===== config.mk =====
export PLATFORM = sky130hd
export DESIGN_NAME = obf_key_loader
export DESIGN_NICKNAME = d
export VERILOG_FILES = /design/src/rtl/obf_key_pkg.sv /design/src/rtl/obf_key_shreg.sv /design/src/rtl/obf_key_loader.sv
export SDC_FILE = /design/constraint.sdc
export NUM_CORES = 1
export LEC_CHECK = 0
export ABC_CLOCK_PERIOD_IN_PS = 3800
export CORE_ASPECT_RATIO = 0.5
export CORE_MARGIN = 4
export CORE_UTILIZATION = 25
export DETAILED_ROUTE_END_ITERATION = 10
export DONT_BUFFER_PORTS = 1
export PLACE_DENSITY_LB_ADDON = 0.25
export SLEW_MARGIN = 20
export SYNTH_ARGS = -nofsm -noshare
export SYNTH_HDL_FRONTEND = slang
export SYNTH_SLANG_ARGS = --single-unit

===== constraint.sdc =====
create_clock -name clk -period 3.8 [get_ports clk]
set_input_delay 0.95 -clock clk [delete_from_list [all_inputs] [get_ports clk]]
set_output_delay 0.95 -clock clk [all_outputs]
set_load 0.02 [all_outputs]

===== src/rtl/obf_key_pkg.sv =====
// obf_key_pkg: shared state encoding, default widths and the checksum fold.
`default_nettype none

package obf_key_pkg;

  localparam int KEY_WIDTH_DEF = 12;
  localparam int CHK_WIDTH_DEF = 4;
  localparam logic [KEY_WIDTH_DEF-1:0] DECOY_KEY_DEF = 12'h5A3;

  typedef enum logic [2:0] {
    ST_IDLE   = 3'd0,
    ST_SHIFT  = 3'd1,
    ST_CHECK  = 3'd2,
    ST_LOCKED = 3'd3,
    ST_DEAD   = 3'd4
  } state_t;

  // Zero padding above the real key width leaves the XOR unchanged, so any key up to 64 bits folds correctly.
  function automatic logic [CHK_WIDTH_DEF-1:0] xor_fold(input logic [63:0] key);
    logic [CHK_WIDTH_DEF-1:0] acc;
    acc = '0;
    for (int i = 0; i < 64 / CHK_WIDTH_DEF; i++) begin
      acc = acc ^ key[i*CHK_WIDTH_DEF +: CHK_WIDTH_DEF];
    end
    return acc;
  endfunction

endpackage

`default_nettype wire


===== src/rtl/obf_key_shreg.sv =====
// obf_key_shreg: FRAME-bit LSB-first shift register with accepted-bit counter.
`default_nettype none

module obf_key_shreg #(
  parameter int FRAME = 16
) (
  input  logic             clk,
  input  logic             rst,
  input  logic             clear,
  input  logic             shift_en,
  input  logic             ser_in,
  output logic [FRAME-1:0] data,
  output logic             frame_done
);

  localparam int CNT_W = $clog2(FRAME + 1);

  logic [CNT_W-1:0] count;

  always_ff @(posedge clk or posedge rst) begin
    if (rst) begin
      data  <= '0;
      count <= '0;
    end else if (clear) begin
      count <= '0;
    end else if (shift_en) begin
      // Shift right so the first accepted bit ends up in data[0].
      data  <= {ser_in, data[FRAME-1:1]};
      count <= count + CNT_W'(1);
    end
  end

  assign frame_done = shift_en && !clear && (count == CNT_W'(FRAME - 1));

endmodule

`default_nettype wire


===== src/rtl/obf_key_loader.sv =====
// obf_key_loader: serial write-once key loader with checksum and failure lockout;
// drives a decoy key to the camouflaged core until a valid key is committed.
`default_nettype none

module obf_key_loader
  import obf_key_pkg::*;
#(
  parameter int                   KEY_WIDTH = KEY_WIDTH_DEF,
  parameter int                   CHK_WIDTH = CHK_WIDTH_DEF,
  parameter logic [KEY_WIDTH-1:0] DECOY_KEY = DECOY_KEY_DEF,
  parameter int                   MAX_FAIL  = 3
) (
  input  logic                 clk,
  input  logic                 rst,
  input  logic                 load_start,
  input  logic                 ser_in,
  input  logic                 ser_valid,
  output logic [KEY_WIDTH-1:0] key_out,
  output logic                 key_valid,
  output logic                 busy,
  output logic                 err,
  output logic                 dead
);

  localparam int FRAME = KEY_WIDTH + CHK_WIDTH;

  state_t               state;
  logic [3:0]           fail_cnt;
  logic [3:0]           fail_next;
  logic [FRAME-1:0]     frame;
  logic                 frame_done;
  logic                 sr_clear;
  logic                 sr_shift;
  logic [KEY_WIDTH-1:0] rx_key;
  logic [CHK_WIDTH-1:0] rx_chk;
  logic                 chk_ok;

  assign sr_clear  = load_start && (state == ST_IDLE || state == ST_SHIFT);
  assign sr_shift  = (state == ST_SHIFT) && ser_valid && !load_start;
  assign rx_key    = frame[KEY_WIDTH-1:0];
  assign rx_chk    = frame[FRAME-1:KEY_WIDTH];
  assign chk_ok    = (xor_fold(64'(rx_key)) == rx_chk);
  assign fail_next = (fail_cnt < 4'(MAX_FAIL)) ? fail_cnt + 4'd1 : fail_cnt;

  obf_key_shreg #(.FRAME(FRAME)) u_shreg (
    .clk        (clk),
    .rst        (rst),
    .clear      (sr_clear),
    .shift_en   (sr_shift),
    .ser_in     (ser_in),
    .data       (frame),
    .frame_done (frame_done)
  );

  always_ff @(posedge clk or posedge rst) begin
    if (rst) begin
      state     <= ST_IDLE;
      fail_cnt  <= '0;
      key_out   <= DECOY_KEY;
      key_valid <= 1'b0;
      busy      <= 1'b0;
      err       <= 1'b0;
      dead      <= 1'b0;
    end else begin
      err <= 1'b0;
      case (state)
        ST_IDLE: begin
          if (load_start) begin
            state <= ST_SHIFT;
            busy  <= 1'b1;
          end
        end
        ST_SHIFT: begin
          if (!load_start && frame_done) state <= ST_CHECK;
        end
        ST_CHECK: begin
          busy <= 1'b0;
          if (chk_ok) begin
            state     <= ST_LOCKED;
            key_out   <= rx_key;
            key_valid <= 1'b1;
          end else begin
            err      <= 1'b1;
            fail_cnt <= fail_next;
            if (fail_next == 4'(MAX_FAIL)) begin
              state <= ST_DEAD;
              dead  <= 1'b1;
            end else begin
              state <= ST_IDLE;
            end
          end
        end
        ST_LOCKED: state <= ST_LOCKED;
        ST_DEAD:   state <= ST_DEAD;
        default: begin
          state <= ST_IDLE;
          busy  <= 1'b0;
        end
      endcase
    end
  end

  a_widths: assert property (@(posedge clk)
    (KEY_WIDTH % CHK_WIDTH == 0) && (CHK_WIDTH == CHK_WIDTH_DEF) &&
    (MAX_FAIL >= 1) && (MAX_FAIL <= 15));

endmodule

`default_nettype wire


# Yosys cells after proc, flatten, opt, wreduce, memory -nomap -nowiden
# Index checks and enable logic that the tools add are counted.
dict set report classes {
  n_lt_le_gt_ge 1
  n_bitwise 5
  add_sub_neg 2
  n_reduce_logical 18
  muxes 12
  eq_ne 9
}
# cell count
set op_table {}
lappend op_table {{one-hot mux 3 bit (5 select lines)} 1}
lappend op_table {{2-to-1 mux 3 bit} 4}
lappend op_table {{2-to-1 mux 5 bit} 2}
lappend op_table {{AND reduction 2 bit} 5}
lappend op_table {{bitwise XOR 4 bit} 2}
lappend op_table {{== test 3 x 2 -> 1 bit, second input constant} 2}
lappend op_table {{logical AND 1 bit} 6}
lappend op_table {{adder 5 x 1 -> 5 bit, second input constant} 1}
lappend op_table {{== test 5 x 4 -> 1 bit, second input constant} 1}
lappend op_table {{adder 4 x 1 -> 4 bit, second input constant} 1}
lappend op_table {{== test 4 x 2 -> 1 bit, second input constant} 1}
lappend op_table {{== test 4 bit} 1}
lappend op_table {{< comparator 4 x 2 -> 1 bit, second input constant} 1}
lappend op_table {{2-to-1 mux 4 bit} 1}
lappend op_table {{== test 3 x 1 -> 1 bit, second input constant} 1}
lappend op_table {{== test 3 bit, second input constant} 1}
lappend op_table {{logical NOT 3 bit} 1}
lappend op_table {{2-to-1 mux 1 bit} 3}
lappend op_table {{inverter 1 bit} 3}
lappend op_table {{AND reduction 3 bit} 1}
lappend op_table {{OR reduction 3 bit} 1}
lappend op_table {{logical NOT 1 bit} 2}
lappend op_table {{inequality test 2 x 1 -> 1 bit, second input constant} 1}
lappend op_table {{inequality test 2 bit, second input constant} 1}
lappend op_table {{3 further kinds} 3}
dict set report word_totals {
  out_inout_bits 16
  register_bits 44
  inputBits 5
}

# Logic depth before layout (Yosys ltp)
# Gate-level depths: netlist of the first run.
dict set report logic_depth {
  word_depth 9
  depth_mapped 7
  ltp_nobuf 7
}

# Cells and area by module
# Synthesis of the first run repeated with hierarchy kept, for this count alone.
dict set report hier_totals {
  cells_unflattened 145
  area_unflattened_um2 2047.0
}
# module cells_each n_inst area_each_um2
set modules_own_cells {}
lappend modules_own_cells {obf_key_loader 85 1 1116.1}
lappend modules_own_cells {obf_key_shreg 60 1 930.9}

# Worst setup path before layout of the first run
# Ideal clock, no wire load.
dict set report synth_timing {
  path_kind {input -> register}
  from {in load_start}
  to {reg u_shreg.data[0]}
  path_stages 4
  slack_ns 1.859
  setup_time_ns 0.125
  arrival_time_ns 1.816
  path_buffers 1
  cell_sequence {nor2_1 nand3_1 clkbuf_1 mux2_2}
}
dict set report synth_via {
  elab_chain_len 3
  word_cells_on_any_way 5
  classes_between {bitwise (1); reduce/logical (4)}
}
# item line_no
set synth_rtl {}
lappend synth_rtl {{start, declared} obf_key_loader.sv:15} ;# input logic load_start,
lappend synth_rtl {{logical NOT 1 bit / logical AND 1 bit (equally long branches)} {obf_key_loader.sv:39, obf_key_loader.sv:38}}
lappend synth_rtl {{logical AND 1 bit / inverter 1 bit (equally long branches)} -}
lappend synth_rtl {{AND reduction 2 bit (no source line) *} -}
lappend synth_rtl {{end signal, assigned} obf_key_shreg.sv:28} ;# data <= {ser_in, data[FRAME-1:1]};
lappend synth_rtl {{end, declared} obf_key_shreg.sv:12} ;# output logic [FRAME-1:0] data,
# Every way passes the cells marked *; elsewhere a longest branch is shown, timed or not.
# A chain may end at the register's enable or synchronous reset.

# Final worst setup path of the first run
dict set report layout_timing {
  from {in load_start}
  to {reg u_shreg.count[3]}
}
dict set report layout_via {
  elab_chain_len 3
  word_cells_on_any_way 5
  classes_between {mux (1); reduce/logical (4)}
}
# item line_no
set layout_rtl {}
lappend layout_rtl {{logical NOT 1 bit} obf_key_loader.sv:39} ;# assign sr_shift = (state == ST_SHIFT) && ser_valid && !load_start;
lappend layout_rtl {{logical AND 1 bit} obf_key_loader.sv:39}
lappend layout_rtl {{nonzero test 2 bit (no source line)} -}
lappend layout_rtl {{end signal, assigned} obf_key_shreg.sv:29} ;# count <= count + CNT_W'(1);
lappend layout_rtl {{end, declared} obf_key_shreg.sv:18} ;# logic [CNT_W-1:0] count;
# Several ways; a longest one is shown, not always the timed one.

==> qor.yml, run 1 <==
power_frac_seq_pct: 47.6
die_h_um: 70.6
tightest_slew_ps: 548
netSwitchingFraction_pct: 29.6
netlist_area_mm2: 0.00196
final_cells: 259
ir_drop_mv: 0.240
cts_hold_buffers: 0
synth-edff-count: 0
ios: 21
max_clock_freq_ghz: 0.478
ctsResizeCount: 0
via_per_inst: 4.09
gp_congestion: 0.749
antenna_found_initial: 0
path_delay_family: "simple AND/OR/NAND/NOR gates"
syn_nets: 156
grt_overflow_total: 0
setup-violations-final: 0
hold_viol: 0
path_depth: 5
cell_internal_pwr_w: 0.000950
drt_iter0_drc: 29
rr_worst_depth: 5
critical_path_buf_inv_count: 1
syn_to_final_growth_pct: 12.9
slowest_stage: "nand3_1"
clockRootBuffer: "clkbuf_16"
worstPathRequired_ps: 4000
synth_common_cells: "38 x dfrtp_1, 21 x mux2_2, 9 x xnor2_1, 8 x mux2_4, 8 x nor2_1"
grt_max_degree: 45
design.core.area_mm2: 0.00746
worst_setup_path_start_kind: "primary input"
power_density_mw_per_mm2: 610
clock_sinks: 44
grtUsageTotal_pct: 7.79
syn_avg_cell_area_um2: 13.2
num_vias: 1060
place_inst: 252
grt_pass1_wl_um: 5830
std_cell_rows: 22
power_w: 0.00135
synth_ff_type: "dfrtp_1"
outcome: "complete, no violations"
floorplan.initialDensity_pct: 26.3
arrival_ps: 2290
drtAntennaViolNets: 0
synth_seq_cells: 44
hpwlAfterDp_um: 2350
switchingPower_w: 0.000400
critPathCaptureType: "register"
grt_pass1_vias: 1138
p_leak_nw: 1.04
min_from: "fail_cnt[3]"
layout-drive-gt1-share_pct: 30.5
startpoint: "load_start"
yosys_warnings: 0
clkTransAtPathRegs_ps: 60
path_class: "in -> reg"
power.share.clock_pct: 29.7
async_flop_share_pct: 100
yosysSeqAreaShare_pct: 56.6
drt_first_pass_iters: 4
nNetsFinal: 159
clock_latency_ps: 280
cpPeakStageDelay_ps: 390
ys_types: 32
synth_top_area_share_pct: 48.5
min_period_ps: 2090
htree_levels: 2
drcViolationCount: 0
n_antenna_cell: 0
fin_worst_skew_ps: 3.90
cp_max_fo: 13
post_cts_buffers: 0
synthCells: 148
slew_violations: 0
wl_um: 3310
wire_per_inst_um: 12.8
timing.rr.end: "u_shreg.count[3]"
die_w_um: 133
cap_violations: 0
cts_tree: "done"
relSlewSlack_pct: 63.4
combPwrFrac_pct: 22.6
dieArea_mm2: 0.00940
hold_class: "reg -> reg"
cts_made_buffers: 5
crit_chain: "nor2_1, nand3_1, buf_4, or3_1, a21oi_1"
synth.largest_area_cell: "dfrtp_1"
setup_tns_ps: 0
synth_area_leaders: "dfrtp_1 49%, mux2_2 12%, dfstp_2 8.0%, mux2_4 6.1%, xnor2_1 4.0%"
io_buffers: 0
r2r-start: "state[1]"
period_share_pct: 55.0
rsz0062_at_grt: "no"
cts_buffer_depth: 2
r2r_slack_ps: 1820
synth.most_common_cell: "dfrtp_1"
endpoint: "u_shreg.count[3]"
## per-stage QoR
step | area, um^2 | hold WS, ps | utilization, % | worst slack (ps)
2_1_floorplan | 1960 | 444 | - | 1830
3_3_place_gp | 2080 | 386 | 27.9 | 1410
3_5_place_dp | 2080 | 387 | 27.9 | 1390
4_1_cts | 2210 | 400 | 29.7 | 1670
5_1_grt | 2210 | 409 | 29.7 | 1560
6_report | 2210 | 393 | 29.7 | 1710
## power by group through the flow
| stage | Sequential (W) | Combinational (W) | Clock [W] |
|---|---|---|---|
| floorplan | 0.000622 | 0.000283 | 0 |
| global placement | 0.000655 | 0.000312 | 0 |
| detailed placement | 0.000654 | 0.000315 | 0 |
| CTS | 0.000646 | 0.000316 | 0.000415 |
| global route | 0.000662 | 0.000338 | 0.000436 |
| finish | 0.000643 | 0.000306 | 0.000401 |
## final cells by class
| type | instances | area [um^2] |
|---|---|---|
| clock buffer | 6 | 129 |
| sequential | 44 | 1110 |
| tap | 108 | 135 |
| inverter | 7 | 26.3 |
| timing repair buffer | 2 | 15.0 |
| fill | 759 | 5250 |
| clock inverter | 1 | 5.00 |
| multi-input combinational | 91 | 793 |
## worst min path at each step
stage	to	slack (ps)	cells past startpoint
floorplan	fail_cnt[3]	440	1
global placement	fail_cnt[2]	390	0
detailed placement	fail_cnt[3]	390	0
CTS	fail_cnt[3]	400	0
global route	fail_cnt[2]	410	0
finish	fail_cnt[3]	390	0
## worst register-to-register path, cell delays in order, from the launching register on
cell and delay [ps]:
dfrtp_1 490, nor2_1 180, nand3_1 390, buf_4 350, or3_1 350, a21oi_1 150
## placed cells by master (no fill, tap or decap), types with 2 or more instances in the layout
| cell type | n |
|---|---|
| and3_1 | 2 |
| dfstp_2 | 6 |
| o21ai_0 | 5 |
| dfrtp_1 | 38 |
| a21oi_1 | 4 |
| nand3_1 | 6 |
| clkbuf_16 | 5 |
| nor2_1 | 8 |
| nand2_1 | 2 |
| nor3_1 | 3 |
| mux2_4 | 8 |
| buf_4 | 2 |
| mux2_2 | 21 |
| inv_1 | 6 |
| ha_1 | 3 |
| xnor2_1 | 9 |
| or3_1 | 2 |
| xor2_1 | 5 |
## sequential cells by signal, summed over array words and instances, names as in the netlist
signal,cells
key_out,12
key_valid,1
busy,1
err,1
fail_cnt,4
u_shreg.count,5
dead,1
u_shreg.data,16
state,3
## kinds of logic (layout without fill, tap and decap cells)
logic type	after synthesis	count (layout)	share of synthesized area (%)
simple gates	29	29	8.56
fa+ha+maj	3	3	1.92
mux	30	30	18.7
compound gates	15	15	5.04
flops	44	44	56.6
buf+inv	13	16	2.94
xor+xnor	14	14	6.26
## metal layers
metal  track usage, %  vias up  routed length (um)
met5                0        -                   0
met4             3.42        0                  34
met3             2.70        2                 128
met2             11.7        9                1490
met1             10.3      524                1660
li1                 -      525                   -
Note: power is estimated with default switching activity, not from simulation.
==> run 2, diff against run 1 <==
- ABC_CLOCK_PERIOD_IN_PS: 3800 -> 1800
- clock period: 3.8 -> 1.8 ns (I/O delays scaled with it)
==> run 2 against run 1 <==
Flip-flop and latch count stayed put. First-iteration DRC count grew 24%. Hold slack worse by 320 ps.
==> qor.yml, run 2 (same netlist as run 1, synthesis figures left out) <==
ios: 21  # unchanged
dp_slack_ps: 23.6  # was 1390 ps
floorplan.initialDensity_pct: 26.3  # unchanged
busiest_layer: "met2"  # unchanged
design.core.area_mm2: 0.00746  # unchanged
nFillCells: 745  # was 759
max_clock_freq_ghz: 0.559
grtUsageTotal_pct: 7.76  # was 7.79%
worstPathRequired_ps: 1960  # was 4000 ps
r2r_slack_ps: 10  # was 1820 ps
gp_congestion: 0.722  # was 0.749
drcViolationCount: 0  # unchanged
r2r-start: "u_shreg.data[11]"  # was state[1]
hold_class: "in -> async"  # was reg -> reg
grt_pass1_wl_um: 5870  # was 5830 um
largest_register_ffs: 16  # unchanged
dieArea_mm2: 0.00940  # unchanged
clock_latency_ps: 280  # about the same
std_cell_rows: 22  # unchanged
multi_input_area_um2: 827  # was 793 um^2
grt_pass1_vias: 1164  # was 1138
relSlewSlack_pct: 80.1  # was 63.4%
hold_ws_ps: 77.1  # was 393 ps
hold_viol: 0  # unchanged
place_area_mm2: 0.00222  # was 0.00208 mm^2
regMostFlops: "u_shreg.data"  # unchanged
drt_first_pass_iters: 3  # was 4
grtUsageMet3_pct: 2.49  # was 2.70%
die_h_um: 70.6  # unchanged
nNetsFinal: 180  # was 159
cts_hold_buffers: 0  # unchanged
startpoint: "u_shreg.data[11]"  # was load_start
rr_worst_depth: 7  # was 5
die_w_um: 133  # unchanged
power_w: 0.00321  # was 0.00135 W
wire_per_inst_um: 13.3  # was 12.8 um
antenna_found_initial: 0  # unchanged
regArea_mm2: 0.00111  # unchanged
met2_usage_pct: 12.0  # was 11.7%
via_per_inst: 4.09  # about the same
tightest_slew_ps: 298  # was 548 ps
reg.largest.list: "u_shreg.data (16), key_out (12), u_shreg.count (5)"  # unchanged
period_share_pct: 99.3
p_leak_nw: 1.18  # was 1.04 nW
cts_made_buffers: 5  # unchanged
cts_buffer_depth: 2  # unchanged
fin_worst_skew_ps: 6.12  # was 3.90 ps
clockRootBuffer: "clkbuf_16"  # unchanged
clock_sinks: 44  # unchanged
grt_overflow_total: 0  # unchanged
syn_to_final_growth_pct: 23.6  # was 12.9%
critPathCaptureType: "register"  # unchanged
min_period_ps: 1790
ir_drop_mv: 0.549  # was 0.240 mV
layout-drive-gt1-share_pct: 40.7  # was 30.5%
worst_slack_ps: 12.2  # was 1710 ps
met1_usage_pct: 10.2  # was 10.3%
power_density_mw_per_mm2: 1320  # was 610 mW/mm^2
clkTransAtPathRegs_ps: 60  # about the same
final_cell_mix: "38 x dfrtp_1, 21 x mux2_2, 20 x buf_4"  # was 38 x dfrtp_1, 21 x mux2_2, 9 x xnor2_1
n_antenna_cell: 0  # unchanged
hpwlAfterDp_um: 2410  # was 2350 um
cp_max_fo: 3  # was 13
wl_um: 3720  # was 3310 um
design_area_mm2: 0.00242  # was 0.00221 mm^2
num_vias: 1144  # was 1060
endpoint: "fail_cnt[1]"  # was u_shreg.count[3]
worst_setup_path_start_kind: "register"  # was primary input
grt_max_degree: 45  # unchanged
setup-violations-final: 0  # unchanged
io_buffers: 0  # unchanged
arrival_ps: 1950  # was 2290 ps
htree_levels: 2  # unchanged
drt_iter0_drc: 36  # was 29
rsz0062_at_grt: "yes"  # was no
path_class: "reg -> reg"  # was in -> reg
timing.rr.end: "fail_cnt[1]"  # was u_shreg.count[3]
cap_violations: 0  # unchanged
slew_violations: 0  # unchanged
mostFrequentLayoutCell: "dfrtp_1"  # unchanged
outcome: "complete, no violations"  # unchanged
drtAntennaViolNets: 0  # unchanged
cts_tree: "done"  # unchanged
[run 2: through the flow]
step	util, %	instances	setup TNS (ps)
after floorplan	-	148	0
after global placement	29.7	267	0
after detailed placement	29.7	267	0
after CTS	31.5	274	0
after global routing	32.5	280	-208
final	32.5	280	0
[run 2: layer usage]
metal / up-vias / routed length [um] / share of wire, %
li1: 560 / - / -
met1: 566 / 1860 / 50
met2: 11 / 1660 / 45
met3: 7 / 136 / 3.7
met4: 0 / 59 / 1.6
met5: - / 0 / 0
[run 2: what timing repair did]
| item | in CTS | in global routing |
|---|---|---|
| setup buffers | 0 | 6 |
| endpoints found under the setup margin | 0 | 14 |
| gates resized for setup | 0 | 5 |
[run 2: layout make-up]
cell class	instances	area share (%)
multi-input cells	92	34.2
repair buffers	22	7.86
clock buffers	6	5.32
clock inverters	1	0.207
flip-flops and latches	44	45.8
well taps	108	5.58
inverters	7	1.09
[run 2: worst min-delay path by stage]
stage | end | cells past startpoint
floorplan | fail_cnt[3] | 1
global placement | fail_cnt[3] | 0
detailed placement | fail_cnt[3] | 0
CTS | u_shreg.data[5] | 2
global route | key_out[11] | 2
finish | u_shreg.count[1] | 2
[run 2: where the power goes]
part           internal [W]  leakage (nW)  switching [W]
Clock              0.000504        0.0667       0.000347
Sequential          0.00116         0.563       0.000155
Combinational      0.000586         0.549       0.000455
[run 2: critical path: stages, from the launching register on]
cell     delay (ps)
dfrtp_1         390
xor2_1          180
xnor2_1         250
nor4_4           80
buf_4           170
buf_4           150
nor2_4          110
mux2_2          330
